## config.mk

```make
export PLATFORM = sky130hd
export DESIGN_NAME = pc_sequencer
export DESIGN_NICKNAME = d
export VERILOG_FILES = /design/src/rtl/pc_pkg.sv /design/src/rtl/ras_stack.sv /design/src/rtl/pc_sequencer.sv
export SDC_FILE = /design/constraint.sdc
export NUM_CORES = 1
export LEC_CHECK = 0
export CAP_MARGIN = 20
export CORE_MARGIN = 2
export CORE_UTILIZATION = 30
export CTS_BUF_LIST = sky130_fd_sc_hd__clkbuf_4
export DETAILED_ROUTE_END_ITERATION = 10
export SLEW_MARGIN = 20
export SYNTH_ARGS = -nofsm -noshare
export SYNTH_HDL_FRONTEND = slang
export SYNTH_SLANG_ARGS = --single-unit
```

## constraint.sdc

```tcl
create_clock -name clk -period 6.1 [get_ports clk]
set_clock_uncertainty 0.05 [all_clocks]
set_input_delay 0.61 -clock clk [delete_from_list [all_inputs] [get_ports clk]]
set_output_delay 0.61 -clock clk [all_outputs]
set_load 0.005 [all_outputs]
```

## src/rtl/pc_pkg.sv

```systemverilog
// Shared definitions for the fetch-PC sequencer: next-PC source encoding and
// default reset/interrupt vectors.
// Latency: n/a (types and constants only). Backpressure: n/a.
package pc_pkg;

  // Next-PC source, listed in priority order (HOLD wins over everything).
  typedef enum logic [2:0] {
    SRC_HOLD,
    SRC_INTR,
    SRC_POP,
    SRC_JMP,
    SRC_CALL,
    SRC_SEQ
  } pc_src_e;

  localparam logic [31:0] DEF_RESET_VEC = 32'h0000_0020;
  localparam logic [31:0] DEF_INTR_VEC  = 32'h0000_0000;

endpackage

```

## src/rtl/ras_stack.sv

```systemverilog
// Return-address stack: DEPTH x W LIFO with sticky overflow/underflow flags.
// Latency: push/pop take effect at the clock edge; top/empty/full are combinational from count.
// Backpressure: none; push when full is dropped (ovf set), pop when empty is ignored (unf set).
// Ports: clk, reset_n, push, pop, din (push data), top (current top entry),
//        empty, full (occupancy), ovf, unf (sticky error flags, cleared only by reset).
module ras_stack #(
  parameter int DEPTH = 4,
  parameter int W     = 32
) (
  input  logic         clk,
  input  logic         reset_n,
  input  logic         push,
  input  logic         pop,
  input  logic [W-1:0] din,
  output logic [W-1:0] top,
  output logic         empty,
  output logic         full,
  output logic         ovf,
  output logic         unf
);

  localparam int IDX_W = (DEPTH > 1) ? $clog2(DEPTH) : 1;
  localparam int CNT_W = IDX_W + 1;

  logic [W-1:0]     mem [DEPTH];
  logic [CNT_W-1:0] count;
  logic [IDX_W-1:0] wr_idx;
  logic [IDX_W-1:0] top_idx;

  // Occupancy doubles as the write pointer; the read pointer is one below it,
  // wrapping mod DEPTH.
  assign wr_idx  = IDX_W'(count);
  assign top_idx = IDX_W'(count - CNT_W'(1));

  assign empty = (count == '0);
  assign full  = (count == CNT_W'(DEPTH));
  assign top   = mem[top_idx];

  always_ff @(posedge clk or negedge reset_n) begin
    if (!reset_n) begin
      count <= '0;
      ovf   <= 1'b0;
      unf   <= 1'b0;
    end else begin
      if (push) begin
        if (full) ovf <= 1'b1;
        else      count <= count + CNT_W'(1);
      end else if (pop) begin
        if (empty) unf <= 1'b1;
        else       count <= count - CNT_W'(1);
      end
    end
  end

  // Storage needs no reset: entries are only read below the occupancy count.
  always_ff @(posedge clk) begin
    if (push && !full) mem[wr_idx] <= din;
  end

endmodule

```

## src/rtl/pc_sequencer.sv

```systemverilog
// Fetch-PC register with prioritised next-PC selection, RAS and latched interrupt.
// Latency: requests sampled at edge N appear on pc (and redirect/intr_ack) after edge N.
// Backpressure: stall holds pc and the RAS; only interrupt requests are latched meanwhile.
// Ports: clk, reset_n; stall, intr_req, intr_en, jump, call, ret, jump_addr (redirect inputs);
//        pc, redirect, intr_ack (registered); ras_empty, ras_full, ras_ovf, ras_unf (stack status).
module pc_sequencer
  import pc_pkg::*;
#(
  parameter int              PC_W      = 32,
  parameter int              JADDR_W   = 16,
  parameter int              RAS_DEPTH = 4,
  parameter logic [PC_W-1:0] RESET_VEC = PC_W'(DEF_RESET_VEC),
  parameter logic [PC_W-1:0] INTR_VEC  = PC_W'(DEF_INTR_VEC),
  parameter int              PC_INC    = 1,
  parameter int              JMP_BIAS  = 1
) (
  input  logic               clk,
  input  logic               reset_n,
  input  logic               stall,
  input  logic               intr_req,
  input  logic               intr_en,
  input  logic               jump,
  input  logic               call,
  input  logic               ret,
  input  logic [JADDR_W-1:0] jump_addr,
  output logic [PC_W-1:0]    pc,
  output logic               redirect,
  output logic               intr_ack,
  output logic               ras_empty,
  output logic               ras_full,
  output logic               ras_ovf,
  output logic               ras_unf
);

  pc_src_e          src;
  logic             pend;
  logic             take_i;
  logic [PC_W-1:0]  pc_seq;
  logic [PC_W-1:0]  target;
  logic [PC_W-1:0]  pc_next;
  logic [PC_W-1:0]  push_dat;
  logic [PC_W-1:0]  ras_top;
  logic             push;
  logic             pop;

  assign take_i = (intr_req | pend) & intr_en & ~stall;
  assign pc_seq = pc + PC_W'(PC_INC);
  assign target = PC_W'(jump_addr);

  always_comb begin
    src = SRC_SEQ;
    if (stall)       src = SRC_HOLD;
    else if (take_i) src = SRC_INTR;
    else if (ret)    src = SRC_POP;
    else if (jump)   src = SRC_JMP;
    else if (call)   src = SRC_CALL;
  end

  // An interrupt pushes the current pc: that fetch is discarded and re-fetched on reti.
  assign push     = (src == SRC_INTR) || (src == SRC_CALL);
  assign pop      = (src == SRC_POP);
  assign push_dat = (src == SRC_INTR) ? pc : pc_seq;

  always_comb begin
    pc_next = pc_seq;
    case (src)
      SRC_HOLD: pc_next = pc;
      SRC_INTR: pc_next = INTR_VEC;
      SRC_POP:  pc_next = ras_empty ? RESET_VEC : ras_top;
      SRC_JMP:  pc_next = target - PC_W'(JMP_BIAS);
      SRC_CALL: pc_next = target;
      default:  pc_next = pc_seq;
    endcase
  end

  always_ff @(posedge clk or negedge reset_n) begin
    if (!reset_n) begin
      pc       <= RESET_VEC;
      pend     <= 1'b0;
      redirect <= 1'b0;
      intr_ack <= 1'b0;
    end else begin
      pc       <= pc_next;
      redirect <= (src == SRC_INTR) || (src == SRC_POP) ||
                  (src == SRC_JMP)  || (src == SRC_CALL);
      intr_ack <= (src == SRC_INTR);
      // Single pending slot: cleared when taken, otherwise any request sets it.
      if (take_i)        pend <= 1'b0;
      else if (intr_req) pend <= 1'b1;
    end
  end

  ras_stack #(
    .DEPTH (RAS_DEPTH),
    .W     (PC_W)
  ) u_ras (
    .clk     (clk),
    .reset_n (reset_n),
    .push    (push),
    .pop     (pop),
    .din     (push_dat),
    .top     (ras_top),
    .empty   (ras_empty),
    .full    (ras_full),
    .ovf     (ras_ovf),
    .unf     (ras_unf)
  );

endmodule
```

### Word-level counts from Yosys, hierarchy flattened

Memory sizes are Yosys's and may differ from the RTL's.
Cells that the tools add are included.

* register bits after elaboration: 40
* RAM bits: 128
* input bits: 24
* output and inout bits: 38
* logic and storage cells: 53
* memories: 1

Memories
* u_ras.mem: depth 4, width 32, rd ports 1, clocked after memory_dff 0, wr ports 1, RTL line ras_stack.sv:25 `logic [W-1:0] mem [DEPTH];`

* add/sub/neg operators: 4
* eq/ne operators: 7
* muxes and demuxes: 16
* bitwise gates (word level): 5
* reductions and logical operators: 13

Operators with widths (count)
* $pmux W32 S5: 1
* $mux W32: 2
* $add A32 B1 Y32 const B: 1
* $mux W3: 8
* $sub A16 B1 Y17 const B: 1
* $eq A3 B2 Y1 const B: 2
* $eq A3 B3 Y1 const B: 2
* $logic_not A3 Y1: 2
* $reduce_and A3 Y1: 2
* $mux W1: 5
* $logic_or A1 B1 Y1: 4
* $reduce_bool A2 Y1: 2
* $add A3 B1 Y3 const B: 1
* $eq A3 B1 Y1 const B: 1
* $sub A3 B1 Y3 const B: 1
* $and A1 B1 Y1: 2
* $ne A2 B1 Y1 const B: 1
* $ne A2 B2 Y1 const B: 1
* $not A1 Y1: 2
* $reduce_and A2 Y1: 1
* $logic_and A1 B1 Y1: 1
* $logic_not A1 Y1: 1
* $or A1 B1 Y1: 1

### Logic depth before layout (Yosys ltp)

* depth after elaboration: 10
* depth in mapped cells: 10
* mapped depth without buffers: 7

### Cells and area by module

From an unflattened synthesis, not the netlist that was laid out.

* cells, all modules: 608
* area, all modules: 8259.2 um^2

Modules (own cells, without submodules)
* ras_stack: times used 1, cells each 203, area an instance 5009.8 um^2, sequential area each 3968.8 um^2
* pc_sequencer: times used 1, cells each 405, area an instance 3249.4 um^2, sequential area each 877.1 um^2

### Least setup slack after synthesis

No wires, ideal clock.

* kind: register to register
* start: register u_ras.count[0]
* end: memory u_ras.mem[0][0], enable pin
* data arrival time: 3537 ps
* required time: 5589 ps
* slack: 2052 ps
* stages on the path, launching flop included: 7
* clock period less this slack: 4048 ps
* cell sequence: dfrtp_1 -> clkbuf_1 -> buf_1 -> inv_1 -> ha_1 -> inv_1 -> nor3_1

* word-level cells in the longest chain between the ends: 5

Ends and longest elaborated chain
* start, declared: RTL line ras_stack.sv:26 `logic [CNT_W-1:0] count;`
* start signal, assigned: RTL line ras_stack.sv:47 `else count <= count + CNT_W'(1);`
* start signal, assigned: RTL line ras_stack.sv:50 `else count <= count - CNT_W'(1);`
* $eq A3 B3 Y1: RTL line ras_stack.sv:36 `assign full = (count == CNT_W'(DEPTH));`
* $logic_not A1 Y1: RTL line ras_stack.sv:57 `if (push && !full) mem[wr_idx] <= din;`
* $logic_and A1 B1 Y1: RTL line ras_stack.sv:57
* $mux W1: RTL line ras_stack.sv:57
* $mux W1 (implied by the code): RTL line ras_stack.sv:57
* end, declared: RTL line ras_stack.sv:25

Several ways; a longest one is shown, not always the timed one.

### Final worst setup path

* start: input port stall
* end: memory u_ras.mem[2][29] (data pin)

* word-level cells in the longest chain between the ends: 6

Ends and longest elaborated chain
* start, declared: RTL line pc_sequencer.sv:19 `input logic stall,`
* $not A1 Y1: RTL line pc_sequencer.sv:46 `assign take_i = (intr_req | pend) & intr_en & ~stall;`
* $and A1 B1 Y1: RTL line pc_sequencer.sv:46
* $mux W3: RTL line pc_sequencer.sv:53 `else if (take_i) src = SRC_INTR;`
* $mux W3 (*): RTL line pc_sequencer.sv:52 `if (stall) src = SRC_HOLD;`
* $eq A3 B1 Y1 (*): RTL line pc_sequencer.sv:62 `assign push_dat = (src == SRC_INTR) ? pc : pc_seq;`
* $mux W32 (*): RTL line pc_sequencer.sv:62
* net push_dat[29]: RTL line pc_sequencer.sv:41 `logic [PC_W-1:0] push_dat;`

The timed path passes the listed nets; every way through them passes the cells marked *.

==> impl_metrics.json <==
{
  "fin_tns_setup_ps": 0,
  "gp_congestion": 0.837,
  "root_buffer": "clkbuf_4",
  "synth_top_family_by_area": "simple AND/OR/NAND/NOR gates",
  "vias": 5627,
  "crit_required_ps": 6400,
  "max-cap-violations": 0,
  "drive_above_1_share_pct": 14.0,
  "synth-compound-area-share_pct": 11.3,
  "power_density_mw_per_mm2": 345,
  "cts.clk_slew.worst_paths_ps": 130,
  "htreeDepth": 4,
  "ctsResizeCount": 0,
  "insertion_delay_ps": 560,
  "synth_seq_cells": 168,
  "drc": 0,
  "overflow": 0,
  "cts_made_buffers": 17,
  "holdCritPathClass": "reg -> reg",
  "max_stage_delay_ps": 840,
  "netlist_instances": 620,
  "fp-row-count": 60,
  "worst_ep_arrival_time_ps": 3540,
  "synth_fa_ha_area_share_pct": 1.08,
  "period_minus_slack_ps": 3240,
  "synthDistinctLibCells": 71,
  "ant_nets": 0,
  "slew_headroom_pct": 26.9,
  "synth_nets": 651,
  "rsz0062_at_grt": "false",
  "ioPinCount": 62,
  "synth_edf_count": 128,
  "yosysWarnings": 0,
  "cp_max_fo": 18,
  "outcome": "complete, no violations",
  "start_util_pct": 30.3,
  "dp_cells": 991,
  "track_usage_pct": 15.5,
  "rr_startpoint": "pc[2]$_DFFE_PN0P_",
  "syn_to_final_growth_pct": 15.4,
  "ys.flop_type": "edfxtp_1",
  "grt_max_degree": 41,
  "antenna_cells": 0,
  "stdcell_count": 1025,
  "p_leak_nw": 3.12,
  "dp_slack_ps": 2260,
  "clk_path_buf_depth": 2,
  "cts_tree": "yes",
  "wl_per_cell_um": 21.1,
  "fp.dieW_um": 169,
  "die_h_um": 169,
  "finalSetupViolations": 0,
  "criticalPathCategory": "in -> reg",
  "worst_slack_ps": 2860,
  "port_buffers": 61,
  "regToRegEndpoint": "u_ras.mem[0][25]$_DFFE_PP_",
  "maxSlewViolCount": 0,
  "core_area_mm2": 0.0268,
  "grt_pass1_wl_um": 33300,
  "r2r_setup_slack_ps": 2940,
  "cts_num_sinks": 168,
  "grt_pass1_vias": 5525,
  "finalCritPeriodShare_pct": 53.1,
  "dp.final_hpwl_um": 14000,
  "syn_area_mm2": 0.00813,
  "tightestPinTransition_ps": 1090,
  "critPathSlowestCell": "clkdlybuf4s50_1",
  "antenna_found_initial": 0,
  "wl_um": 21600,
  "async_flop_share_pct": 23.8,
  "fp.dieArea_mm2": 0.0284,
  "hold_viol": 0,
  "finalNetCount": 702,
  "first_pass_iters": 6,
  "syn_area_per_cell_um2": 13.1,
  "first_iter_violations": 507,
  "crit_start": "stall",
  "peakVddDrop_v": 0.000162,
  "yosys.area_share.simple_pct": 12.0,
  "synthMuxAreaShare_pct": 9.00,
  "cp-start-kind": "primary input",
  "yosysSeqAreaShare_pct": 59.6,
  "synth_xor_area_share_pct": 4.31,
  "cp-endpoint": "u_ras.mem[2][29]$_DFFE_PP_",
  "end_kind": "flip-flop",
  "viasPerCell": 5.49,
  "min_from": "u_ras.unf$_DFFE_PN0P_",
  "reg2regPathDepth": 5,
  "fmax_mhz": 309,
  "critical_path.cell_chain": "clkdlybuf4s50_1 > clkinv_1 > nand2_1 > buf_4 > inv_1 > nor3_1 > xor2_1"
}
-- cell type report --
type	instances	area (µm²)
multi-input cells	398	3080
repair buffers	71	697
clock inverters	12	128
inverters	15	56.3
clock buffers	20	150
well taps	341	427
fillers	2604	17400
flip-flops and latches	168	4850
-- critical path: cells and delay by family --
family | cells | cell delay [ps]
buf+inv | 4 | 2060
xor+xnor | 1 | 320
simple gates | 2 | 510
-- cell families (layout without fill, tap and decap cells) --
logic type	count (synthesis)	in the layout
compound gates	133	133
xor+xnor	40	40
fa+ha+maj	7	7
buf+inv	54	118
flops	168	168
mux	33	33
simple gates	185	185
-- cell usage in the layout, fill, tap and decap left out, drive strengths merged, types with 3 or more instances in the layout --
| cell type | count |
|---|---|
| a221oi | 4 |
| and3 | 11 |
| nand3 | 16 |
| inv | 15 |
| a311oi | 4 |
| a22oi | 6 |
| a31oi | 6 |
| o21a | 6 |
| dfrtp | 39 |
| a21oi | 41 |
| and2 | 4 |
| xnor2 | 24 |
| nor2 | 47 |
| edfxtp | 128 |
| buf | 10 |
| ha | 7 |
| clkinv | 8 |
| a21o | 4 |
| xor2 | 16 |
| a211oi | 8 |
| nand4 | 16 |
| o22ai | 5 |
| o211ai | 5 |
| clkdlybuf4s50 | 60 |
| or4 | 4 |
| nor4 | 9 |
| or3 | 6 |
| nor3 | 27 |
| o211a | 3 |
| mux4 | 32 |
| nand2 | 34 |
| o21ai | 23 |
| a211o | 3 |
| clkbuf | 20 |
-- synthesized netlist by cell type (2+ instances only) --
cell type  count  area, µm²
a21oi_1       40        200
a311oi_1       4       35.0
a221oi_2       2       30.0
clkbuf_1      27        101
edfxtp_1     128       3840
ha_1           7       87.6
o21a_1         6       45.0
buf_1          4       15.0
o22ai_1        5       31.3
or4_1          4       30.0
dfrtp_1       39        976
o21ai_0       22        110
a21o_2         2       17.5
a211oi_1       6       45.0
buf_2          6       30.0
nand4_1       15       93.8
o211ai_1       5       37.5
or3_1          5       31.3
a31oi_1        6       37.5
mux4_2        32        721
and2_1         3       18.8
a211o_1        3       26.3
inv_1         14       52.6
xor2_1        16        140
a221oi_1       2       17.5
nor3_1        25        125
buf_6          2       22.5
xnor2_1       24        210
a211oi_2       2       25.0
nor3b_1        2       15.0
a22oi_1        6       45.0
nand2_1       34        128
nor2_1        47        176
a21o_1         2       15.0
nor3_2         2       20.0
nand3_1       16       80.1
nor4_1         8       50.1
o211a_1        3       30.0
o31a_1         2       17.5
and3_1        11       68.8
-- state kept, by name, summed over array words and instances (netlist names) --
signal and cells:
intr_ack 1, pc 32, u_ras.unf 1, u_ras.mem 128
u_ras.count 3, u_ras.ovf 1, pend 1, redirect 1
-- metrics by stage --
step,instance area (µm²),total power [mW],hold WS (ps),util [%]
after global routing,9380,3.40,442,35.0
after detailed placement,9080,2.62,404,33.9
after floorplan,8130,2.23,264,-
final,9380,3.24,433,35.0
after CTS,9360,3.27,157,34.9
after global placement,9070,2.61,406,33.8
-- metal layers --
layer	vias up	part of all wire, %	GRT usage, %
met2	234	46	24.2
met4	0	1.5	3.56
met1	2848	46	22.3
met3	26	6.5	3.30
met5	-	0	0
li1	2519	-	-
-- how the worst min path moves through the flow --
stage	cells past startpoint	slack, ps	to
global route	1	440	u_ras.unf$_DFFE_PN0P_
global placement	1	410	u_ras.unf$_DFFE_PN0P_
CTS	1	160	u_ras.ovf$_DFFE_PN0P_
detailed placement	1	400	u_ras.unf$_DFFE_PN0P_
finish	1	430	u_ras.unf$_DFFE_PN0P_
floorplan	0	260	intr_ack$_DFF_PN0_
-- what timing repair did --
action,CTS,global route
hold endpoints to repair,0,34
buffers inserted,0,0
hold buffers,0,1
-- power breakdown --
part / internal (mW) / leakage [nW] / switching, mW / total (mW)
clock network: 0.256 / 0.148 / 0.394 / 0.650
logic: 0.496 / 1.32 / 0.550 / 1.05
registers: 1.42 / 1.65 / 0.116 / 1.54
No activity file was read; power rests on OpenSTA's default activity.
